$ cat src/rtl/mem_access_pkg.sv
// mem_access_pkg: memory-op aluop codes, FSM state encoding and op classification helper.
package mem_access_pkg;
  localparam logic [7:0] OP_NOP = 8'h00;
  localparam logic [7:0] OP_LB  = 8'b1110_0000;
  localparam logic [7:0] OP_LH  = 8'b1110_0001;
  localparam logic [7:0] OP_LW  = 8'b1110_0011;
  localparam logic [7:0] OP_LBU = 8'b1110_0100;
  localparam logic [7:0] OP_LHU = 8'b1110_0101;
  localparam logic [7:0] OP_SB  = 8'b1110_1000;
  localparam logic [7:0] OP_SH  = 8'b1110_1001;
  localparam logic [7:0] OP_SW  = 8'b1110_1011;
  typedef enum logic [1:0] {IDLE = 2'd0, BUSY = 2'd1, DONE = 2'd2} state_e;
  function automatic logic is_mem_op(input logic [7:0] op);
    return op inside {OP_LB, OP_LBU, OP_LH, OP_LHU, OP_LW, OP_SB, OP_SH, OP_SW};
  endfunction
endpackage

$ cat src/rtl/mem_access_if.sv
// mem_access_if: EX/MEM inputs, MEM/WB results and data-bus signals of the memory stage.
interface mem_access_if;
  logic [4:0]  ex_wd;
  logic        ex_wreg;
  logic [31:0] ex_wdata;
  logic        ex_whilo;
  logic [31:0] ex_hi;
  logic [31:0] ex_lo;
  logic [7:0]  ex_aluop;
  logic [31:0] ex_mem_addr;
  logic [31:0] ex_reg2;
  logic [4:0]  mem_wd;
  logic        mem_wreg;
  logic [31:0] mem_wdata;
  logic        mem_whilo;
  logic [31:0] mem_hi;
  logic [31:0] mem_lo;
  logic        dbus_req;
  logic        dbus_we;
  logic [3:0]  dbus_sel;
  logic [31:0] dbus_addr;
  logic [31:0] dbus_wdata;
  logic        dbus_ack;
  logic [31:0] dbus_rdata;
  logic        stall_req;
  logic        misalign_err;
  modport slave (
    input  ex_wd, ex_wreg, ex_wdata, ex_whilo, ex_hi, ex_lo, ex_aluop, ex_mem_addr, ex_reg2,
    input  dbus_ack, dbus_rdata,
    output mem_wd, mem_wreg, mem_wdata, mem_whilo, mem_hi, mem_lo,
    output dbus_req, dbus_we, dbus_sel, dbus_addr, dbus_wdata, stall_req, misalign_err
  );
  modport master (
    output ex_wd, ex_wreg, ex_wdata, ex_whilo, ex_hi, ex_lo, ex_aluop, ex_mem_addr, ex_reg2,
    output dbus_ack, dbus_rdata,
    input  mem_wd, mem_wreg, mem_wdata, mem_whilo, mem_hi, mem_lo,
    input  dbus_req, dbus_we, dbus_sel, dbus_addr, dbus_wdata, stall_req, misalign_err
  );
endinterface

$ cat src/rtl/mem_align.sv
// mem_align: big-endian lane select, store replication, load extension and alignment check.
module mem_align
  import mem_access_pkg::*;
(
  input  logic [7:0]  aluop_i,
  input  logic [1:0]  off_i,
  input  logic [31:0] reg2_i,
  input  logic [31:0] rdata_i,
  output logic [3:0]  sel_o,
  output logic [31:0] wdata_o,
  output logic [31:0] load_o,
  output logic        mem_o,
  output logic        store_o,
  output logic        misalign_o
);
  logic byte_op, half_op, word_op, sign_op;
  logic [7:0]  b;
  logic [15:0] h;
  always_comb begin
    byte_op    = aluop_i inside {OP_LB, OP_LBU, OP_SB};
    half_op    = aluop_i inside {OP_LH, OP_LHU, OP_SH};
    word_op    = aluop_i inside {OP_LW, OP_SW};
    sign_op    = aluop_i inside {OP_LB, OP_LH};
    mem_o      = is_mem_op(aluop_i);
    store_o    = aluop_i inside {OP_SB, OP_SH, OP_SW};
    misalign_o = (half_op && off_i[0]) || (word_op && off_i != 2'd0);
    sel_o      = byte_op ? 4'b1000 >> off_i : half_op ? (off_i[1] ? 4'b0011 : 4'b1100) : 4'b1111;
    wdata_o    = byte_op ? {4{reg2_i[7:0]}} : half_op ? {2{reg2_i[15:0]}} : reg2_i;
    b          = off_i == 2'd0 ? rdata_i[31:24] : off_i == 2'd1 ? rdata_i[23:16] :
                 off_i == 2'd2 ? rdata_i[15:8] : rdata_i[7:0];
    h          = off_i[1] ? rdata_i[15:0] : rdata_i[31:16];
    load_o     = byte_op ? {{24{sign_op & b[7]}}, b} :
                 half_op ? {{16{sign_op & h[15]}}, h} : rdata_i;
  end
endmodule

$ cat src/rtl/mem_access.sv
// mem_access: MEM stage; stalls the pipeline across a data-bus transaction and formats loads.
module mem_access
  import mem_access_pkg::*;
(
  input logic         clk,
  input logic         rst,
  mem_access_if.slave bus
);
  state_e      state_q, state_d;
  logic [31:0] lbuf_q, lbuf_d;
  logic [3:0]  sel;
  logic [31:0] st_data, ld_data;
  logic        mem_op, store_op, misalign;
  mem_align u_align (
    .aluop_i   (bus.ex_aluop),
    .off_i     (bus.ex_mem_addr[1:0]),
    .reg2_i    (bus.ex_reg2),
    .rdata_i   (lbuf_q),
    .sel_o     (sel),
    .wdata_o   (st_data),
    .load_o    (ld_data),
    .mem_o     (mem_op),
    .store_o   (store_op),
    .misalign_o(misalign)
  );
  // Bus address/data follow the EX/MEM inputs, which the stall holds steady during BUSY.
  assign bus.dbus_we    = store_op;
  assign bus.dbus_sel   = sel;
  assign bus.dbus_addr  = {bus.ex_mem_addr[31:2], 2'b00};
  assign bus.dbus_wdata = st_data;
  always_comb begin
    state_d          = state_q;
    lbuf_d           = lbuf_q;
    bus.mem_wd       = bus.ex_wd;
    bus.mem_wreg     = bus.ex_wreg;
    bus.mem_wdata    = bus.ex_wdata;
    bus.mem_whilo    = bus.ex_whilo;
    bus.mem_hi       = bus.ex_hi;
    bus.mem_lo       = bus.ex_lo;
    bus.dbus_req     = 1'b0;
    bus.stall_req    = 1'b0;
    bus.misalign_err = 1'b0;
    if (state_q == IDLE && mem_op && misalign) begin
      bus.misalign_err = 1'b1;
      bus.mem_wreg     = 1'b0;
    end else if (state_q == IDLE && mem_op) begin
      bus.stall_req = 1'b1;
      bus.mem_wreg  = 1'b0;
      bus.mem_whilo = 1'b0;
      state_d       = BUSY;
    end else if (state_q == BUSY) begin
      bus.dbus_req  = 1'b1;
      bus.stall_req = 1'b1;
      bus.mem_wreg  = 1'b0;
      bus.mem_whilo = 1'b0;
      lbuf_d        = bus.dbus_ack ? bus.dbus_rdata : lbuf_q;
      state_d       = bus.dbus_ack ? DONE : BUSY;
    end else if (state_q == DONE) begin
      bus.mem_wdata = store_op ? bus.ex_wdata : ld_data;
      state_d       = IDLE;
    end
    if (rst) begin
      bus.dbus_req     = 1'b0;
      bus.stall_req    = 1'b0;
      bus.misalign_err = 1'b0;
      bus.mem_wreg     = 1'b0;
      bus.mem_whilo    = 1'b0;
    end
  end
  always_ff @(posedge clk) begin
    if (rst) begin
      state_q <= IDLE;
      lbuf_q  <= '0;
    end else begin
      state_q <= state_d;
      lbuf_q  <= lbuf_d;
    end
  end
endmodule

$ cat src/flat_wrapper.sv
// flat-port wrapper written by rule: the top's interface ports become plain ports
module mem_access_flat import mem_access_pkg::*;
  (clk, rst, bus_ex_wd, bus_ex_wreg, bus_ex_wdata, bus_ex_whilo, bus_ex_hi, bus_ex_lo, bus_ex_aluop, bus_ex_mem_addr, bus_ex_reg2, bus_dbus_ack, bus_dbus_rdata, bus_mem_wd, bus_mem_wreg, bus_mem_wdata, bus_mem_whilo, bus_mem_hi, bus_mem_lo, bus_dbus_req, bus_dbus_we, bus_dbus_sel, bus_dbus_addr, bus_dbus_wdata, bus_stall_req, bus_misalign_err);
  mem_access_if bus_i ();
  input logic clk;
  input logic rst;
  input wire logic [$bits(bus_i.ex_wd)-1:0] bus_ex_wd;
  input wire logic [$bits(bus_i.ex_wreg)-1:0] bus_ex_wreg;
  input wire logic [$bits(bus_i.ex_wdata)-1:0] bus_ex_wdata;
  input wire logic [$bits(bus_i.ex_whilo)-1:0] bus_ex_whilo;
  input wire logic [$bits(bus_i.ex_hi)-1:0] bus_ex_hi;
  input wire logic [$bits(bus_i.ex_lo)-1:0] bus_ex_lo;
  input wire logic [$bits(bus_i.ex_aluop)-1:0] bus_ex_aluop;
  input wire logic [$bits(bus_i.ex_mem_addr)-1:0] bus_ex_mem_addr;
  input wire logic [$bits(bus_i.ex_reg2)-1:0] bus_ex_reg2;
  input wire logic [$bits(bus_i.dbus_ack)-1:0] bus_dbus_ack;
  input wire logic [$bits(bus_i.dbus_rdata)-1:0] bus_dbus_rdata;
  output wire logic [$bits(bus_i.mem_wd)-1:0] bus_mem_wd;
  output wire logic [$bits(bus_i.mem_wreg)-1:0] bus_mem_wreg;
  output wire logic [$bits(bus_i.mem_wdata)-1:0] bus_mem_wdata;
  output wire logic [$bits(bus_i.mem_whilo)-1:0] bus_mem_whilo;
  output wire logic [$bits(bus_i.mem_hi)-1:0] bus_mem_hi;
  output wire logic [$bits(bus_i.mem_lo)-1:0] bus_mem_lo;
  output wire logic [$bits(bus_i.dbus_req)-1:0] bus_dbus_req;
  output wire logic [$bits(bus_i.dbus_we)-1:0] bus_dbus_we;
  output wire logic [$bits(bus_i.dbus_sel)-1:0] bus_dbus_sel;
  output wire logic [$bits(bus_i.dbus_addr)-1:0] bus_dbus_addr;
  output wire logic [$bits(bus_i.dbus_wdata)-1:0] bus_dbus_wdata;
  output wire logic [$bits(bus_i.stall_req)-1:0] bus_stall_req;
  output wire logic [$bits(bus_i.misalign_err)-1:0] bus_misalign_err;
  assign bus_i.ex_wd = bus_ex_wd;
  assign bus_i.ex_wreg = bus_ex_wreg;
  assign bus_i.ex_wdata = bus_ex_wdata;
  assign bus_i.ex_whilo = bus_ex_whilo;
  assign bus_i.ex_hi = bus_ex_hi;
  assign bus_i.ex_lo = bus_ex_lo;
  assign bus_i.ex_aluop = bus_ex_aluop;
  assign bus_i.ex_mem_addr = bus_ex_mem_addr;
  assign bus_i.ex_reg2 = bus_ex_reg2;
  assign bus_i.dbus_ack = bus_dbus_ack;
  assign bus_i.dbus_rdata = bus_dbus_rdata;
  assign bus_mem_wd = bus_i.mem_wd;
  assign bus_mem_wreg = bus_i.mem_wreg;
  assign bus_mem_wdata = bus_i.mem_wdata;
  assign bus_mem_whilo = bus_i.mem_whilo;
  assign bus_mem_hi = bus_i.mem_hi;
  assign bus_mem_lo = bus_i.mem_lo;
  assign bus_dbus_req = bus_i.dbus_req;
  assign bus_dbus_we = bus_i.dbus_we;
  assign bus_dbus_sel = bus_i.dbus_sel;
  assign bus_dbus_addr = bus_i.dbus_addr;
  assign bus_dbus_wdata = bus_i.dbus_wdata;
  assign bus_stall_req = bus_i.stall_req;
  assign bus_misalign_err = bus_i.misalign_err;
  mem_access u_core (.clk(clk), .rst(rst), .bus(bus_i));
endmodule
$ cat config.mk
export PLATFORM = sky130hd
export DESIGN_NAME = mem_access_flat
export DESIGN_NICKNAME = d
export VERILOG_FILES = /design/src/rtl/mem_access_pkg.sv /design/src/rtl/mem_access_if.sv /design/src/rtl/mem_align.sv /design/src/rtl/mem_access.sv /design/src/flat_wrapper.sv
export SDC_FILE = /design/constraint.sdc
export NUM_CORES = 1
export LEC_CHECK = 0
export CORE_AREA = 2 2 148 150
export CTS_CLUSTER_DIAMETER = 30
export CTS_CLUSTER_SIZE = 16
export DETAILED_ROUTE_END_ITERATION = 10
export DIE_AREA = 0 0 150 152
export PLACE_DENSITY_LB_ADDON = 0.1
export SYNTH_ARGS = -nofsm -noshare
export SYNTH_HDL_FRONTEND = slang
export SYNTH_SLANG_ARGS = --single-unit
$ cat constraint.sdc
create_clock -name clk -period 1.8 [get_ports clk]
set_input_delay 0.36 -clock clk [delete_from_list [all_inputs] [get_ports clk]]
set_output_delay 0.36 -clock clk [all_outputs]
set_load 0.02 [all_outputs]
==> out/qor.log, run 1 <==
INFO  status         outcome=finished, violations left
INFO  status         violations_in_the_final_reports=setup timing
INFO  floorplanning  die_height=152µm
INFO  yosys          netlist-cell-type-count=41
INFO  yosys          synth-edff-count=0
INFO  cts            cts_num_sinks=34
INFO  cells_and_area layout.cell_area.non_filler=7650µm²
INFO  placed_design  numPortBuffers=184
INFO  floorplanning  initial_core_util=0.176
INFO  detailed_routing via_count=4,623
INFO  cells_and_area finalNetCount=927
INFO  yosys          synthArstFlopShare=0
INFO  detailed_routing routed_via_density=4.65
INFO  critical_path  path_max_fanout=5
INFO  cts            htreeDepth=2
INFO  detailed_routing drc_errors=0
INFO  global_routing first_global_vias=4,727
INFO  sta            clock.fmax=427MHz
INFO  global_routing globalRouteMet1Util=0.183
INFO  critical_path  path_class=register to primary output
INFO  yosys          postSynthRegisterBits=34
INFO  critical_path  slowest_stage=sky130_fd_sc_hd__dfxtp_2
INFO  cts            cts-buffers-inserted=5
INFO  sta            tightest_slew=0.512ns
INFO  global_routing antenna_violations_before_repair=3
INFO  critical_path  endpoint_kind=primary output
INFO  yosys          synth.yosys.seq_area_share=0.182
INFO  global_routing groute.usage.overall=0.163
INFO  yosys          synth_area_per_cell=6.88µm²
INFO  critical_path  timing.critical_path.from_type=register
INFO  sta            slew_headroom=0.659
INFO  global_routing grt_first_pass_wirelength=28.2mm
INFO  detailed_routing ant_nets_after_route=0
INFO  placed_design  place.detailed.hpwl=14.5mm
INFO  detailed_routing drt-initial-drc-count=144
INFO  sta            grt_setup_unrepaired=yes
INFO  power          power_per_cell_area=456nW/µm²
INFO  floorplanning  die_w=150µm
INFO  detailed_routing wire_per_inst=20.2µm
INFO  job            cap_viol_max_count=0
INFO  cells_and_area leading_cell_type_in_the_layout_fill_and_taps_excluded=sky130_fd_sc_hd__clkdlybuf4s50_1
INFO  floorplanning  coreArea=21,400µm²
INFO  cells_and_area post_route_cells_drive_above_1_share=0.508
INFO  cts            cts-root-to-sink-buffers=2
INFO  sta            slew_viol_final=0
INFO  sta            setup_slack=-0.542ns
INFO  placed_design  detailed_place.area=6210µm²
INFO  detailed_routing sum_of_routed_wire_length_over_all_layers=20.1mm
INFO  global_routing grt_util_met2=0.287
INFO  sta            period_share=1.30
INFO  floorplanning  floorplan.die_area=22,800µm²
INFO  detailed_routing dr.pass1.iters=8
INFO  critical_path  timing.critical_path.cells=inv_2, ha_4, or2_4, nand4_1, buf_6, buf_12, buf_12, a21oi_4, a31oi_4, buf_6
INFO  cells_and_area layout_common_cells=100 x sky130_fd_sc_hd__clkdlybuf4s50_1, 85 x sky130_fd_sc_hd__buf_6, 84 x sky130_fd_sc_hd__buf_4
INFO  cts            clk_pin_slew=0.06ns
INFO  power          ir_worst_vdd=0.351mV
INFO  placed_design  globalplace.congestion=0.782
INFO  critical_path  cp.required=1.44ns
INFO  cts            clock_tree.root_cell=sky130_fd_sc_hd__clkbuf_16
INFO  global_routing largest_net_degree_at_the_start_of_global_routing=34
INFO  yosys          syn-cell-area=3750µm²
INFO  cts            cts_hold_buffers=0
INFO  yosys          yosys_warnings=0
INFO  cells_and_area syn2layout_area_growth=104%
INFO  floorplanning  io-pin-count=385
INFO  sta            setup_viol=64
INFO  yosys          most_common_flop_cell_mapped_by_yosys=sky130_fd_sc_hd__dfxtp_1
INFO  hold_path      worst_hold_path_type=register to register
INFO  power          cell_leakage_power=2.86nW
INFO  yosys          synthCells=545
INFO  cells_and_area layout.core_utilization=0.358
INFO  critical_path  critical_path.max_stage_delay=0.33ns
INFO  floorplanning  num_rows=54
INFO  global_routing grt_util_met3=0.0523
INFO  cts            clock_latency=0.29ns
INFO  cells_and_area antenna_cells_inserted=0
INFO  critical_path  wp_data_arrival=1.98ns
INFO  sta            final.min_clock_period=2.34ns
INFO  sta            fin_skew=0.00479ns
INFO  cts            tritoncts=built
INFO  global_routing overflow=0
INFO  sta            timing.final.hold_violations=0
INFO  global_routing gr-max-usage-layer=met2
## report_power, final
part,total (mW),internal [mW],switching (mW)
clock network,0.885,0.513,0.372
logic,1.74,0.917,0.819
registers,0.864,0.817,0.0469
## kinds of logic after synthesis
family                     Yosys count  synth area share
AOI/OAI and AO/OA                  180             0.267
adders and majority gates            4            0.0134
buffers and inverters              162             0.281
DFF                                 34             0.182
muxes                               26            0.0721
other                                1           0.00100
and+or+nand+nor                    138             0.184
## path summary, 6_finish.rpt
kind / from / end / slack, ns / cells past startpoint
worst min register to register: u_core.lbuf_q[5]$_SDFFE_PP0P_ / u_core.lbuf_q[5]$_SDFFE_PP0P_ / 0.51 / 2
worst min-delay path: u_core.lbuf_q[5]$_SDFFE_PP0P_ / u_core.lbuf_q[5]$_SDFFE_PP0P_ / 0.51 / 2
worst max register to register: u_core.state_q[1]$_SDFFE_PP0P_ / u_core.lbuf_q[7]$_SDFFE_PP0P_ / 0.12 / 8
worst max-delay path: u_core.state_q[1]$_SDFFE_PP0P_ / bus_mem_wdata[27] / -0.54 / 10
## registers in the layout, summed over array words and instances, names as in the netlist
register        flops
u_core.lbuf_q      32
u_core.state_q      2
## cells in the mapped netlist (2+ instances only)
library cell / n / area, µm²
sky130_fd_sc_hd__clkbuf_2: 2 / 10.0
sky130_fd_sc_hd__a31oi_1: 24 / 150
sky130_fd_sc_hd__clkbuf_1: 30 / 113
sky130_fd_sc_hd__ha_1: 4 / 50.1
sky130_fd_sc_hd__o21ai_0: 58 / 290
sky130_fd_sc_hd__and4b_1: 3 / 30.0
sky130_fd_sc_hd__nand2b_1: 2 / 12.5
sky130_fd_sc_hd__buf_6: 2 / 22.5
sky130_fd_sc_hd__and4_1: 2 / 17.5
sky130_fd_sc_hd__or2_2: 2 / 12.5
sky130_fd_sc_hd__a21oi_1: 81 / 405
sky130_fd_sc_hd__nor2b_1: 3 / 18.8
sky130_fd_sc_hd__buf_4: 110 / 826
sky130_fd_sc_hd__nand3_1: 33 / 165
sky130_fd_sc_hd__dfxtp_1: 34 / 681
sky130_fd_sc_hd__inv_1: 5 / 18.8
sky130_fd_sc_hd__buf_2: 11 / 55.1
sky130_fd_sc_hd__mux2i_1: 18 / 180
sky130_fd_sc_hd__nand2_1: 65 / 244
sky130_fd_sc_hd__nor2_1: 10 / 37.5
sky130_fd_sc_hd__buf_1: 2 / 7.51
sky130_fd_sc_hd__a21o_1: 2 / 15.0
sky130_fd_sc_hd__nand4_1: 3 / 18.8
sky130_fd_sc_hd__a222oi_1: 7 / 70.1
sky130_fd_sc_hd__and2_1: 3 / 18.8
sky130_fd_sc_hd__or3b_2: 7 / 61.3
sky130_fd_sc_hd__mux2_2: 8 / 90.1
## repair_timing
item	in CTS	in global routing
resized for setup	539	75
gates cloned	8	4
pin swaps	51	29
setup endpoints to repair	99	65
setup buffers	26	7
endpoints found under the hold margin	0	0
## layer usage
metal / vias to the layer above / wire [µm]
li1: 2150 / -
met1: 2150 / 7770
met2: 252 / 9810
met3: 63 / 1720
met4: 8 / 681
met5: - / 83
## through the flow
step / cells / power (mW) / TNS, ns / hold slack [ns] / setup WS, ns
detailed placement: 949 / 2.35 / -88.48 / 0.500 / -1.39
global placement: 949 / 2.35 / -88.21 / 0.496 / -1.35
global route: 994 / 3.66 / -30.00 / 0.530 / -0.623
floorplan: 546 / 1.87 / -7.33 / 0.464 / -0.264
finish: 994 / 3.49 / -26.02 / 0.511 / -0.542
CTS: 987 / 3.43 / -26.73 / 0.510 / -0.591
## critical path, delay by kind of cell (launching register included)
family	cells	cell delay (ns)
AO/OA/AOI/OAI	2	0.23
adder cells (fa/ha/maj)	1	0.16
buffers and inverters	5	0.58
flip-flops	1	0.33
AND/OR/NAND/NOR	2	0.38
## area by class of cell
class                      count  area (µm²)
fill                        2190       13700
timing repair buffer         316        3370
multi-input combinational    351        3080
sequential                    34         687
tap                          280         350
clock buffer                   5         125
clock inverter                 3        21.3
inverter                       5        18.8
(Power assumes the default switching activity.)
==> inputs of run 2 (changes only) <==
- HOLD_SLACK_MARGIN: unset -> 0.1
==> results of run 2 <==
No change in the layout: final DEF, timing and power equal those of run 1.
==> inputs of run 3 (changes only) <==
- CORE_AREA: 2 2 148 150 -> 2 2 147 149
- DIE_AREA: 0 0 150 152 -> 0 0 149 151
- DONT_BUFFER_PORTS: unset -> 1
- PLACE_DENSITY_LB_ADDON: 0.1 -> unset
==> run 3 against run 2 <==
The flow still finishes with violations (setup timing). Global-route usage fell by 1.3 points. Hold slack got worse by 0.37 ns. Die area fell by 1.3%. Critical path depth fell by 2. First-iteration DRC count rose by 94%. Power fell by 12%. Critical endpoint is now bus_mem_wdata[5].
==> out/qor.log, run 3 (same netlist as run 1, synthesis figures left out) <==
INFO  global_routing largest_net_degree_at_the_start_of_global_routing=38 [+12%]
INFO  detailed_routing routed_via_density=4.86 [+4.4%]
INFO  power          ir_worst_vdd=0.443mV [+26%]
INFO  global_routing overflow=0 [unchanged]
INFO  global_routing groute.usage.overall=0.149 [-0.0134]
INFO  cts            cts_num_sinks=34 [unchanged]
INFO  sta            tightest_slew=0.679ns [+0.167 ns]
INFO  hold_path      worst_hold_path_type=input port to register
INFO  cts            clock_tree.root_cell=sky130_fd_sc_hd__clkbuf_16
INFO  cts            cts-buffers-inserted=5 [unchanged]
INFO  detailed_routing sum_of_routed_wire_length_over_all_layers=18.1mm [-10%]
INFO  cts            tritoncts=built
INFO  cts            clk_pin_slew=0.06ns [about the same]
INFO  critical_path  critPathBufInv=3 [-2]
INFO  sta            setup_viol=62 [-3.1%]
INFO  floorplanning  die_height=151µm [-0.66%]
INFO  critical_path  timing.critical_path.cells=inv_2, ha_4, or2_4, nand4_1, and2_4, buf_12, buf_12, a31oi_4
INFO  detailed_routing ant_nets_after_route=0 [unchanged]
INFO  cells_and_area post_route_cells_drive_above_1_share=0.468 [-0.0401]
INFO  placed_design  numPortBuffers=0 [-100%]
INFO  status         outcome=finished, violations left
INFO  detailed_routing via_count=3,716 [-20%]
INFO  cts            htreeDepth=2 [unchanged]
INFO  sta            grt_setup_unrepaired=yes
INFO  floorplanning  die_w=149µm [-0.67%]
INFO  floorplanning  initial_core_util=0.180 [+0.00445]
INFO  critical_path  cp.required=1.44ns [about the same]
INFO  critical_path  timing.critical_path.from_type=register
INFO  floorplanning  num_rows=53 [-1.9%]
INFO  floorplanning  io-pin-count=385 [unchanged]
INFO  critical_path  cp_top_family=simple AND/OR/NAND/NOR gates
INFO  cells_and_area layout_common_cells=55 x sky130_fd_sc_hd__a21oi_1, 50 x sky130_fd_sc_hd__buf_4, 48 x sky130_fd_sc_hd__o21ai_0
INFO  sta            slew_viol_final=0 [unchanged]
INFO  detailed_routing wire_per_inst=23.6µm [+17%]
INFO  critical_path  slowest_stage=sky130_fd_sc_hd__dfxtp_2
INFO  detailed_routing dr.pass1.iters=8 [unchanged]
INFO  sta            clock.fmax=443MHz [+3.8%]
INFO  detailed_routing drt-initial-drc-count=280 [+94%]
INFO  sta            setup_slack=-0.457ns [+0.0853 ns]
INFO  critical_path  path_max_fanout=6 [+1]
INFO  placed_design  globalplace.congestion=0.848 [+8.4%]
INFO  global_routing grt_util_met3=0.0672 [+0.0149]
INFO  placed_design  detailed_place.area=4160µm² [-33%]
INFO  floorplanning  floorplan.die_area=22,500µm² [-1.3%]
INFO  cells_and_area layout.cell_area.non_filler=5290µm² [-31%]
INFO  cells_and_area syn2layout_area_growth=41.0%
INFO  global_routing grt_first_pass_wirelength=24.2mm [-14%]
INFO  sta            fin_skew=0.00439ns [-0.000400 ns]
INFO  detailed_routing drc_errors=0 [unchanged]
INFO  job            cap_viol_max_count=0 [unchanged]
INFO  floorplanning  coreArea=20,800µm² [-2.5%]
INFO  cells_and_area reg_top3=u_core.lbuf_q: 32 flops, u_core.state_q: 2 flops
INFO  cts            cts-root-to-sink-buffers=2 [unchanged]
INFO  power          cell_leakage_power=1.79nW [-37%]
INFO  cts            clock_latency=0.29ns [about the same]
INFO  critical_path  wp_data_arrival=1.90ns [-0.08 ns]
INFO  sta            timing.final.hold_violations=0 [unchanged]
INFO  cells_and_area layout.core_utilization=0.254 [-0.105]
INFO  power          power_per_cell_area=581nW/µm² [+28%]
INFO  cts            cts_hold_buffers=0 [unchanged]
INFO  critical_path  path_class=register to primary output
INFO  cells_and_area largest_register_ffs=32 [unchanged]
INFO  global_routing first_global_vias=3,726 [-21%]
INFO  cells_and_area finalNetCount=702 [-24%]
INFO  sta            period_share=1.25 [-0.0474]
INFO  sta            final.min_clock_period=2.26ns [-0.0853 ns]
INFO  placed_design  place.detailed.hpwl=13.7mm [-5.9%]
INFO  global_routing grt_util_met2=0.283 [-0.00408]
INFO  global_routing gr-max-usage-layer=met2
INFO  critical_path  critical_path.max_stage_delay=0.32ns [about the same]
INFO  cells_and_area leading_cell_type_in_the_layout_fill_and_taps_excluded=sky130_fd_sc_hd__a21oi_1
INFO  sta            slew_headroom=0.548 [-0.111]
INFO  critical_path  crit_top_cell=sky130_fd_sc_hd__buf_12
INFO  global_routing antenna_violations_before_repair=2 [-1]
INFO  cells_and_area largest_register=u_core.lbuf_q
INFO  global_routing globalRouteMet1Util=0.146 [-0.0371]
INFO  critical_path  endpoint_kind=primary output
INFO  status         violations_in_the_final_reports=setup timing
[run 3: per-stage QoR]
| step | std cells | setup TNS [ns] | worst slack [ns] | total power [mW] | hold WS [ns] |
|---|---|---|---|---|---|
| floorplan | 546 | -7.33 | -0.264 | 1.87 | 0.464 |
| global placement | 734 | -14.90 | -0.457 | 1.77 | 0.441 |
| detailed placement | 734 | -15.36 | -0.428 | 1.78 | 0.442 |
| CTS | 762 | -20.02 | -0.436 | 3.05 | 0.137 |
| global route | 764 | -22.04 | -0.540 | 3.21 | 0.140 |
| finish | 765 | -18.12 | -0.457 | 3.07 | 0.146 |
[run 3: worst reg2reg max path, stage by stage, from the launching register on]
cell and delay, ns:
sky130_fd_sc_hd__dfxtp_2 0.34, sky130_fd_sc_hd__inv_2 0.05, sky130_fd_sc_hd__ha_4 0.15, sky130_fd_sc_hd__buf_4 0.13
sky130_fd_sc_hd__nand4_1 0.13, sky130_fd_sc_hd__buf_4 0.38, sky130_fd_sc_hd__nand3_1 0.19, sky130_fd_sc_hd__a21oi_1 0.15
[run 3: what timing repair did]
item / 4_1_cts / 5_1_grt
resized for setup: 80 / 88
endpoints found under the setup margin: 63 / 65
cloned: 5 / 3
pin swaps: 26 / 34
setup buffers: 17 / 6
[run 3: path summary, 6_finish.rpt]
check | startpoint | endpoint | slack (ns) | cells past startpoint
setup / recovery | u_core.state_q[0]$_SDFFE_PP0P_ | bus_mem_wdata[5] | -0.46 | 8
hold / removal | rst | u_core.lbuf_q[21]$_SDFFE_PP0P_ | 0.15 | 1
setup reg to reg | u_core.state_q[1]$_SDFFE_PP0P_ | u_core.lbuf_q[31]$_SDFFE_PP0P_ | 0.21 | 7
hold reg to reg | u_core.lbuf_q[13]$_SDFFE_PP0P_ | u_core.lbuf_q[13]$_SDFFE_PP0P_ | 0.50 | 2
[run 3: power breakdown]
group | leakage (nW) | internal (mW) | switching (mW) | total (mW)
Sequential | 0.276 | 0.817 | 0.0512 | 0.868
Combinational | 1.42 | 0.460 | 0.594 | 1.05
Clock | 0.0940 | 0.796 | 0.355 | 1.15
Total | 1.79 | 2.07 | 0.999 | 3.07
[run 3: layout make-up]
type | count | area [µm²]
antenna | 1 | 2.50
clock buffer | 5 | 125
clock inverter | 3 | 68.8
fill | 2238 | 15500
inverter | 5 | 21.3
multi-input combinational | 350 | 2980
sequential | 34 | 683
tap | 275 | 344
timing repair buffer | 92 | 1060
[run 3: layer usage]
layer | routed length [µm] | part of all wire
met5 | 16 | 0.00089
met2 | 9350 | 0.52
met4 | 469 | 0.026
met3 | 2030 | 0.11
met1 | 6200 | 0.34
